**src/rtl/shifter_pkg.sv**
```systemverilog
// Shared types and constants for the sequential left shifter.
//   N          data width (fixed at 32)
//   L          number of binary-weighted shift stages, also the shamt width
//   KW         width of the stage counter that walks 0..L-1
//   shift_state_t  controller states
//   shamt_t    shift amount type
//   stage_t    stage counter type
package shifter_pkg;

    localparam int N  = 32;
    localparam int L  = $clog2(N);
    localparam int KW = $clog2(L);

    typedef enum logic [1:0] {
        S_IDLE,
        S_SHIFT,
        S_DONE
    } shift_state_t;

    typedef logic [L-1:0]  shamt_t;
    typedef logic [KW-1:0] stage_t;
    typedef logic [N-1:0]  data_t;

endpackage : shifter_pkg

```
**src/rtl/shift_left_stage.sv**
```systemverilog
// One conditional power-of-two left shift, selected by stage index.
// A single instance serves every stage; the caller steps k once per clock.
// Ports:
//   data    value to shift
//   en      apply the shift for this stage when 1, pass through when 0
//   k       stage index; stage k shifts by 1 << k
//   result  data << (1 << k) when en=1, else data; vacated LSBs are zero
module shift_left_stage
    import shifter_pkg::*;
(
    input  data_t  data,
    input  logic   en,
    input  stage_t k,
    output data_t  result
);

    // Each arm is a constant shift, so this is a 5:1 mux of fixed wirings
    // rather than a barrel shifter.
    always_comb begin
        // NOTE: assign a default before any branch so every path drives
        // result; a missed path would otherwise infer a latch.
        result = data;
        if (en) begin
            case (k)
                stage_t'(0): result = data << 1;
                stage_t'(1): result = data << 2;
                stage_t'(2): result = data << 4;
                stage_t'(3): result = data << 8;
                stage_t'(4): result = data << 16;
                default:     result = data;
            endcase
        end
    end

endmodule : shift_left_stage

```
**src/rtl/shift_left_sequential.sv**
```systemverilog
// Multi-cycle logical left shifter with valid/ready handshakes.
// An accepted operand is shifted by one binary-weighted stage per clock for
// exactly L clocks, then held in S_DONE until the consumer takes it.
// Ports:
//   clk        system clock, rising edge
//   rst        asynchronous, active-high reset
//   in_valid   operand present
//   in_ready   block can accept an operand (high only in S_IDLE)
//   in         value to shift
//   shamt      left-shift amount, 0..N-1
//   out_valid  result present (high only in S_DONE)
//   out_ready  consumer accepts result
//   out        shifted result, driven straight from the accumulator register
module shift_left_sequential
    import shifter_pkg::*;
(
    input  logic   clk,
    input  logic   rst,
    input  logic   in_valid,
    output logic   in_ready,
    input  data_t  in,
    input  shamt_t shamt,
    output logic   out_valid,
    input  logic   out_ready,
    output data_t  out
);

    shift_state_t state, state_next;
    data_t        acc;
    data_t        stage_out;
    shamt_t       amt;
    stage_t       k;
    logic         last_stage;

    assign last_stage = (k == stage_t'(L - 1));

    shift_left_stage u_stage (
        .data   (acc),
        .en     (amt[k]),
        .k      (k),
        .result (stage_out)
    );

    // State register.
    always_ff @(posedge clk or posedge rst) begin
        if (rst) begin
            state <= S_IDLE;
        end else begin
            // NOTE: sequential state uses non-blocking assignment so every
            // register samples pre-edge values regardless of process order.
            state <= state_next;
        end
    end

    // Next-state logic.
    always_comb begin
        state_next = state;
        case (state)
            S_IDLE:  if (in_valid)   state_next = S_SHIFT;
            S_SHIFT: if (last_stage) state_next = S_DONE;
            S_DONE:  if (out_ready)  state_next = S_IDLE;
            default:                 state_next = S_IDLE;
        endcase
    end

    // Output logic: handshake flags depend on state only.
    always_comb begin
        in_ready  = (state == S_IDLE);
        out_valid = (state == S_DONE);
    end

    // Datapath: accumulator, captured amount and stage counter. Outside
    // S_IDLE the input side is ignored, so a late in_valid cannot disturb
    // an operation in flight or a result awaiting out_ready.
    always_ff @(posedge clk or posedge rst) begin
        if (rst) begin
            // NOTE: plain registers (not memories), so every one is cleared
            // by reset; an interrupted result must not leak out afterwards.
            acc <= '0;
            amt <= '0;
            k   <= '0;
        end else begin
            case (state)
                S_IDLE: begin
                    if (in_valid) begin
                        acc <= in;
                        amt <= shamt;
                        k   <= '0;
                    end
                end
                S_SHIFT: begin
                    acc <= stage_out;
                    k   <= k + stage_t'(1);
                end
                default: ;
            endcase
        end
    end

    assign out = acc;

endmodule : shift_left_sequential

```
**config.mk**
```make
export PLATFORM = sky130hd
export DESIGN_NAME = shift_left_sequential
export DESIGN_NICKNAME = d
export VERILOG_FILES = /design/src/rtl/shifter_pkg.sv /design/src/rtl/shift_left_stage.sv /design/src/rtl/shift_left_sequential.sv
export SDC_FILE = /design/constraint.sdc
export NUM_CORES = 1
export LEC_CHECK = 0
export ABC_CLOCK_PERIOD_IN_PS = 3000
export BUFFER_PORTS_ARGS = -buffer_cell sky130_fd_sc_hd__buf_2
export CAP_MARGIN = 5
export CORE_MARGIN = 4
export CORE_UTILIZATION = 52
export CTS_CLUSTER_SIZE = 8
export DETAILED_ROUTE_END_ITERATION = 10
export PLACE_DENSITY_LB_ADDON = 0.1
export REMOVE_ABC_BUFFERS = 1
export SLEW_MARGIN = 10
export SYNTH_ARGS = -nofsm -noshare
export SYNTH_HDL_FRONTEND = slang
export SYNTH_SLANG_ARGS = --single-unit
```
**constraint.sdc**
```tcl
create_clock -name clk -period 3 [get_ports clk]
set_input_delay 0.3 -clock clk [delete_from_list [all_inputs] [get_ports clk]]
set_output_delay 0.3 -clock clk [all_outputs]
set_load 0.01 [all_outputs]
```
# --- Word-level counts from Yosys, hierarchy flattened ---
# Index checks and enable logic that the tools add are counted.
# W data, S select, Z words.
classes:
  add_sub_neg: 1
  n_lt_le_gt_ge: 1
  n_eq_ne: 11
  n_mux: 12
  n_reduce_logical: 7
op_table:
  columns: ["cell", "count"]
  rows:
  - ["$pmux W32 S5", 1]
  - ["$mux W32", 2]
  - ["$pmux W32 S2", 1]
  - ["$eq A3 B2 Y1 const B", 2]
  - ["$mux W2", 3]
  - ["$ne A6 B2 Y1 const B", 1]
  - ["$pmux W2 S3", 1]
  - ["$pmux W3 S2", 1]
  - ["$lt A3 B4 Y1 const B", 1]
  - ["$ne A2 B1 Y1 const B", 2]
  - ["$ne A2 B2 Y1 const B", 2]
  - ["$reduce_and A2 Y1", 2]
  - ["$reduce_and A4 Y1", 1]
  - ["$add A3 B1 Y3 const B", 1]
  - ["$bmux W1 S3", 1]
  - ["$eq A3 B1 Y1 const B", 1]
  - ["$eq A3 B3 Y1 const B", 1]
  - ["$logic_not A3 Y1", 1]
  - ["$mux W3", 1]
  - ["$reduce_and A3 Y1", 1]
  - ["$eq A2 B1 Y1 const B", 1]
  - ["$eq A2 B2 Y1 const B", 1]
  - ["$logic_not A2 Y1", 1]
  - ["$reduce_bool A2 Y1", 1]
  - ["$mux W1", 1]
word_totals:
  reg_bits: 42
  output_inout_bits: 34
  word_cells: 36

# --- Depth between registers and ports, before layout ---
# Gate-level depths: netlist of the first run.
logic_depth:
  word_depth: 4
  mapped_depth: 9
  mapped_depth_nobuf: 6

# --- Modules after synthesis ---
# Synthesis of the first run repeated with hierarchy kept, for this count alone.
hier_totals:
  cells_unflattened: 458
  area_unflattened_um2: 3709.8
by_module_without_submodules:
  columns: ["mod", "n_inst", "cells_each", "area_per_inst_um2", "seq_area_each_um2"]
  rows:
  - ["shift_left_sequential", 1, 221, 2190.9, 1051.0]
  - ["shift_left_stage", 1, 237, 1519.0, 0.0]

# --- Worst setup path before layout of the first run ---
# No wires, ideal clock.
synth_path:
  path_kind: "reg2reg"
  start: "reg k[0]"
  end: "reg acc[12] (netlist: out[12])"
  arrival_ns: 1.971
  required_ns: 2.934
  setup_slack_ns: 0.963
  path_stages_with_launch: 9
  synth_period_minus_slack_ns: 2.037
  path_cell_list: "dfrtp_1 > inv_1 > ha_1 > or3_1 > buf_2 > a21o_1 > buf_6 > a221oi_1 > o32a_1"
synth_between:
  elab_chain_cells: 4
synth_lines:
  columns: ["item", "line", "text"]
  rows:
  - ["start, declared", "shift_left_sequential.sv:32", "stage_t k;"]
  - ["start signal, assigned", "shift_left_sequential.sv:93", "k <= k + stage_t'(1);"]
  - ["$bmux W1 S3, or another cell as far along", "shift_left_sequential.sv:39", ".en (amt[k]),"]
  - ["$mux W1 (implied by the code) or $pmux W32 S5 (tied branches)", "shift_left_sequential.sv:39, shift_left_stage.sv:24", null]
  - ["$ne A2 B1 Y1 (no line) or $mux W32 (tied branches)", null, null]
  - ["$reduce_and A4 Y1 (no line) or $pmux W32 S2 (tied branches)", null, null]
  - ["end signal, assigned", "shift_left_sequential.sv:86", "acc <= in;"]
  - ["end signal, assigned", "shift_left_sequential.sv:92", "acc <= stage_out;"]
  - ["end, declared", "shift_left_sequential.sv:29", "data_t acc;"]
# Parallel ways exist; a longest one is shown, timed or not. The select of a mux whose other input is x is not followed.
# A chain may end at the register's enable or synchronous reset.

# --- Worst setup path after layout of the first run ---
layout_path:
  start: "reg k[0]"
  end: "reg acc[19] (netlist: out[19])"
# Same word-level chain as after synthesis.

==> flow_summary.toml, run 1 <==
[floorplan]
core_area_sq_um = 5890
die_y_microns = 85.7
num_rows = 28
die_x_microns = 85.7
floorplan.initialDensity_pct = 53.4
pin_count = 75
die_area_sq_um = 7350

[cells_and_area]
final_nets = 457
area_delta_synth_final_pct = 15.1
post_route_cells_drive_above_1_share_pct = 27.9
fin_area_sq_um = 3610
diodes = 0

[place]
hpwl_mm = 6.47
place_area_sq_um = 3520
gp_congestion = 0.866
pre_cts_ws_ns = 0.472
io_buffers = 74

[cts]
cts.sinks = 42
cts_tree = "built"
ctsHoldBuffers = 0
cts_made_buffers = 5
clk_latency_ns = 0.30
clk_pin_slew_ns = 0.09
cts_buffer_depth = 2
cts_setup_buffers = 0
htreeDepth = 2
cts_resized = 0
clockRootBuffer = "clkbuf_8"

[critical_path]
worstReg2RegStart = "k[0]"
crit_fanout = 16
timing.rr.end = "out[19]"
cp.arrival_ns = 2.71
end_kind = "flip-flop"
required_ns = 3.16
critPathKind = "flip-flop to flip-flop"
startpoint = "k[0]"
crit_path_end = "out[19]"
cp-start-kind = "flip-flop"
reg2reg_setup_slack_ns = 0.44
r2r_cells = 7

[routing]
vias = 3205
wl_per_cell_microns = 19.3
drt-vias-per-instance = 6.58
routed_wl_mm = 9.40
drcViolationCount = 0
drt_iter0_drc = 433
first_pass_iters = 7
ant_nets = 0

[grt]
grt_pass1_vias = 2958
antenna_found_initial = 0
grt_usage_pct = 26.0
overflow = 0
grt_first_pass_wirelength_mm = 15.5
grt_max_degree = 43

[run]
drv_cap = 0

[yosys]
async_reset_ff_share_pct = 100
synth_area_sq_um = 3140
synth.avg_cell_area_sq_um = 8.90
yosys_most_used_dff = "dfrtp_1"
synth_top_family_by_area = "compound AO/OA/AOI/OAI gates"
yosysWarnings = 0
synth_cell_types = 45
synth.most_common_cell = "dfrtp_1"
synth_compound_area_share_pct = 41.9
yosysSeqAreaShare_pct = 33.5
yosys-top-cells-count = "dfrtp_1, o21ai_0, a32oi_1, inv_1, nor2_1"
synth_top_area_share_pct = 33.5
synth_xor_area_share_pct = 0
yosys.area.top_type = "dfrtp_1"
synthSimpleGateAreaFrac_pct = 8.21
synthAdderAreaFrac_pct = 1.99
synth_edf_count = 0
synthCells = 353
muxShareOfSynthArea_pct = 5.14
synth.area.top_cells = "dfrtp_1, a32oi_1, o21ai_0"
ys_ff_latch = 42

[timing]
skew_ns = 0.0156
fmax_ghz = 0.391
worst_slew_pin_slew_ns = 0.635
setup_ws_ns = 0.443
setup_viol = 0
slew_viol_final = 0
rsz0062_at_grt = "no"
finalCritPeriodShare_pct = 85.2
period_minus_slack_ns = 2.56
slew_headroom_pct = 57.6
hold_viol_final = 0

[power]
p_leak_nw = 1.59
power_density_nw_per_um2 = 1490
peakVddDrop_v = 0.000682

[min_path]
hp-class = "primary input to asynchronous set/reset pin"

[status]
status = "completed"
## cells by family after synthesis
family | after synthesis
buf+inv | 64
simple gates | 55
fa+ha+maj | 5
compound gates | 172
flops | 42
mux | 15
## power breakdown
part	switching, W	leakage, nW	internal [W]
clock network	0.000201	0.0482	0.000186
registers	0.000443	0.487	0.000882
logic	0.00213	1.05	0.00155
total	0.00277	1.59	0.00262
## sequential cells by signal, indices dropped and copies added (netlist names)
register	flops
amt	5
state	2
out	32
k	3
## metrics by stage
stage	total power [W]	setup TNS [ns]	hold WS [ns]	util, %	instances
after floorplan	0.00378	-10.27	0.438	-	316
after global placement	0.00491	0	0.467	59.8	479
after detailed placement	0.00497	0	0.471	59.8	479
after CTS	0.00537	0	0.150	61.4	487
after global routing	0.00586	0	0.188	61.4	487
final	0.00540	0	0.108	61.4	487
## critical path: stages (launching register included)
cell and delay (ns):
dfrtp_1 0.43, inv_1 0.14, ha_1 0.43, o21ba_2 0.34, o41ai_4 0.33, buf_4 0.30
a21o_2 0.33, a32oi_1 0.11
## worst min-delay path by stage
stage	cells after the start	from	to	slack, ns
5_1_grt	3	rst	out[10]	0.19
6_report	3	rst	out[10]	0.11
3_3_place_gp	3	rst	state[1]	0.47
4_1_cts	3	rst	out[10]	0.15
3_5_place_dp	3	rst	out[10]	0.47
2_1_floorplan	2	in[0]	out[0]	0.44
## layout make-up
class | instances | area, sq um
fill | 557 | 2270
multi-input combinational | 247 | 1800
sequential | 42 | 1050
timing repair buffer | 88 | 475
inverter | 27 | 101
tap | 75 | 93.8
clock buffer | 7 | 86.3
clock inverter | 1 | 5.00
## per-layer routing
layer	wire, microns	up-vias	share of wire (%)	GRT usage (%)
met4	149	0	1.6	6.91
met1	4120	1534	44	36.9
met2	4400	165	47	41.2
met3	736	16	7.8	4.13
met5	0	-	0	0
li1	-	1490	-	-
## cell usage in the layout, fill, tap and decap left out, types with 2 or more instances in the layout
cell type / Yosys / routed
a222oi_1: 8 / 8
a22oi_1: 20 / 20
clkbuf_8: 0 / 6
a32oi_1: 26 / 26
o22ai_1: 5 / 5
o211ai_1: 16 / 16
a21oi_4: 2 / 2
a221oi_1: 8 / 8
nor2b_1: 6 / 6
buf_2: 4 / 74
nand2b_1: 3 / 3
mux2_2: 9 / 9
o221ai_1: 6 / 6
nor2_1: 25 / 25
o21ba_2: 2 / 2
a21o_1: 10 / 10
a211oi_1: 4 / 4
ha_1: 5 / 4
buf_4: 2 / 14
dfrtp_1: 42 / 42
o32a_1: 8 / 8
inv_1: 26 / 26
a21oi_1: 17 / 17
o2bb2ai_1: 2 / 2
mux2i_1: 6 / 6
o21ai_0: 33 / 33
nand2_1: 12 / 12
No activity file was read; power rests on OpenSTA's default activity.
==> inputs of run 2 (changes only) <==
--- a/config.mk
+++ b/config.mk
@@ -12,7 +12,7 @@
 export CORE_UTILIZATION = 52
 export CTS_CLUSTER_SIZE = 8
 export DETAILED_ROUTE_END_ITERATION = 10
-export PLACE_DENSITY_LB_ADDON = 0.1
+export PLACE_DENSITY = 0.78
 export REMOVE_ABC_BUFFERS = 1
 export SLEW_MARGIN = 10
 export SYNTH_ARGS = -nofsm -noshare
==> flow_summary.toml, run 2 (synthesized netlist as in run 1, its figures left out) <==
[status]
status = "completed"

[power]
switching_share_pct = 51.0
combPwrFrac_pct = 67.2
p_clk_share_pct = 8.4
power_density_nw_per_um2 = 1510
p_leak_nw = 1.60
peakVddDrop_v = 0.000694
p_seq_share_pct = 24.4
power_switching_w = 0.00280
intPower_w = 0.00269

[timing]
setup_ws_ns = 0.433
hold_viol_final = 0
finalCritPeriodShare_pct = 85.6
fmax_ghz = 0.390
worst_slew_pin_slew_ns = 0.902
setup_viol = 0
slew_viol_final = 0
skew_ns = 0.0135
rsz0062_at_grt = "no"
fin_tns_setup_ns = 0
slew_headroom_pct = 39.8
period_minus_slack_ns = 2.57

[cts]
cts.sinks = 42
clk_pin_slew_ns = 0.09
cts_resized = 0
cts_tree = "built"
clockRootBuffer = "clkbuf_8"
cts_made_buffers = 5
cts_setup_buffers = 0
htreeDepth = 2
ctsHoldBuffers = 0
cts_buffer_depth = 2
clk_latency_ns = 0.31

[grt]
busiest_layer = "met2"
grt_usage_pct = 26.3
antenna_found_initial = 0
overflow = 0
gr-usage-met2_pct = 40.5
grt_max_degree = 37
use_met1_pct = 36.7
grt_pass1_vias = 3052
grt_util_met3_pct = 5.19
grt_first_pass_wirelength_mm = 15.6

[floorplan]
num_rows = 28
floorplan.initialDensity_pct = 53.4
die_area_sq_um = 7350
die_y_microns = 85.7
die_x_microns = 85.7
core_area_sq_um = 5890
pin_count = 75

[critical_path]
crit_fanout = 14
required_ns = 3.19
critPathKind = "flip-flop to flip-flop"
max_stage_delay_ns = 0.54
cp.arrival_ns = 2.76
cp-start-kind = "flip-flop"
path_delay_family = "compound AO/OA/AOI/OAI gates"
end_kind = "flip-flop"
path_cells = "inv_1 -> ha_1 -> nand2b_1 -> a21o_1 -> a221oi_1 -> o32a_1"
reg2reg_setup_slack_ns = 0.43
timing.rr.end = "out[11]"
worstReg2RegStart = "k[0]"
cp_slowest_cell = "ha_1"
startpoint = "k[0]"
timing.critical_path.buf_inv = 1
r2r_cells = 6

[cells_and_area]
multi_input_area_sq_um = 1800
diodes = 0
area_delta_synth_final_pct = 15.9
final_nets = 458
largest_reg_flops = 32
seq_area_sq_um = 1050
post_route_cells_drive_above_1_share_pct = 28.1
final_cell_mix = "buf_2, dfrtp_1, o21ai_0"
final_common_cell = "buf_2"
n_fill_cell = 540

[routing]
drt_iter0_drc = 767
wl_per_cell_microns = 19.3
drt-vias-per-instance = 6.68
vias = 3261
first_pass_iters = 7
drcViolationCount = 0
ant_nets = 0
routed_wl_mm = 9.40

[min_path]
hp-class = "primary input to asynchronous set/reset pin"

[place]
pre_cts_ws_ns = 0.511
io_buffers = 74
gp_congestion = 0.918
hpwl_mm = 6.68

[run]
drv_cap = 0
[run 2: how the worst max path moves through the flow]
stage / slack [ns] / to / depth (start not counted)
floorplan: -0.44 / out[1] / 5
global placement: 0.59 / out[10] / 6
detailed placement: 0.51 / out[11] / 6
CTS: 0.49 / out[11] / 6
global route: 0.31 / out[13] / 7
finish: 0.43 / out[11] / 6
[run 2: per-layer routing]
| metal | part of all wire [%] | wire (microns) |
|---|---|---|
| met3 | 9.3 | 872 |
| met5 | 0 | 0 |
| met2 | 47 | 4460 |
| met4 | 2.5 | 239 |
| met1 | 41 | 3830 |
[run 2: final cells by class]
| cell class | instances | share of cell area, % |
|---|---|---|
| timing repair buffer | 89 | 13.3 |
| sequential | 42 | 28.9 |
| clock inverter | 2 | 1.03 |
| clock buffer | 6 | 1.99 |
| tap | 75 | 2.58 |
| multi-input combinational | 247 | 49.5 |
| inverter | 27 | 2.78 |
[run 2: power groups by stage]
stage	clock network [W]	registers (W)	logic, W
3_3_place_gp	0	0.00133	0.00354
5_1_grt	0.000493	0.00138	0.00407
4_1_cts	0.000470	0.00132	0.00364
2_1_floorplan	0	0.00131	0.00247
6_report	0.000459	0.00134	0.00369
3_5_place_dp	0	0.00133	0.00363
[run 2: stage by stage]
step	instance area [sq um]	util (%)	power, W	hold slack, ns	instances
after global routing	3640	61.8	0.00594	0.217	488
after detailed placement	3530	60.0	0.00496	0.503	480
final	3640	61.8	0.00548	0.171	488
after floorplan	2950	-	0.00378	0.438	316
after global placement	3530	60.0	0.00487	0.492	480
after CTS	3640	61.8	0.00543	0.203	488
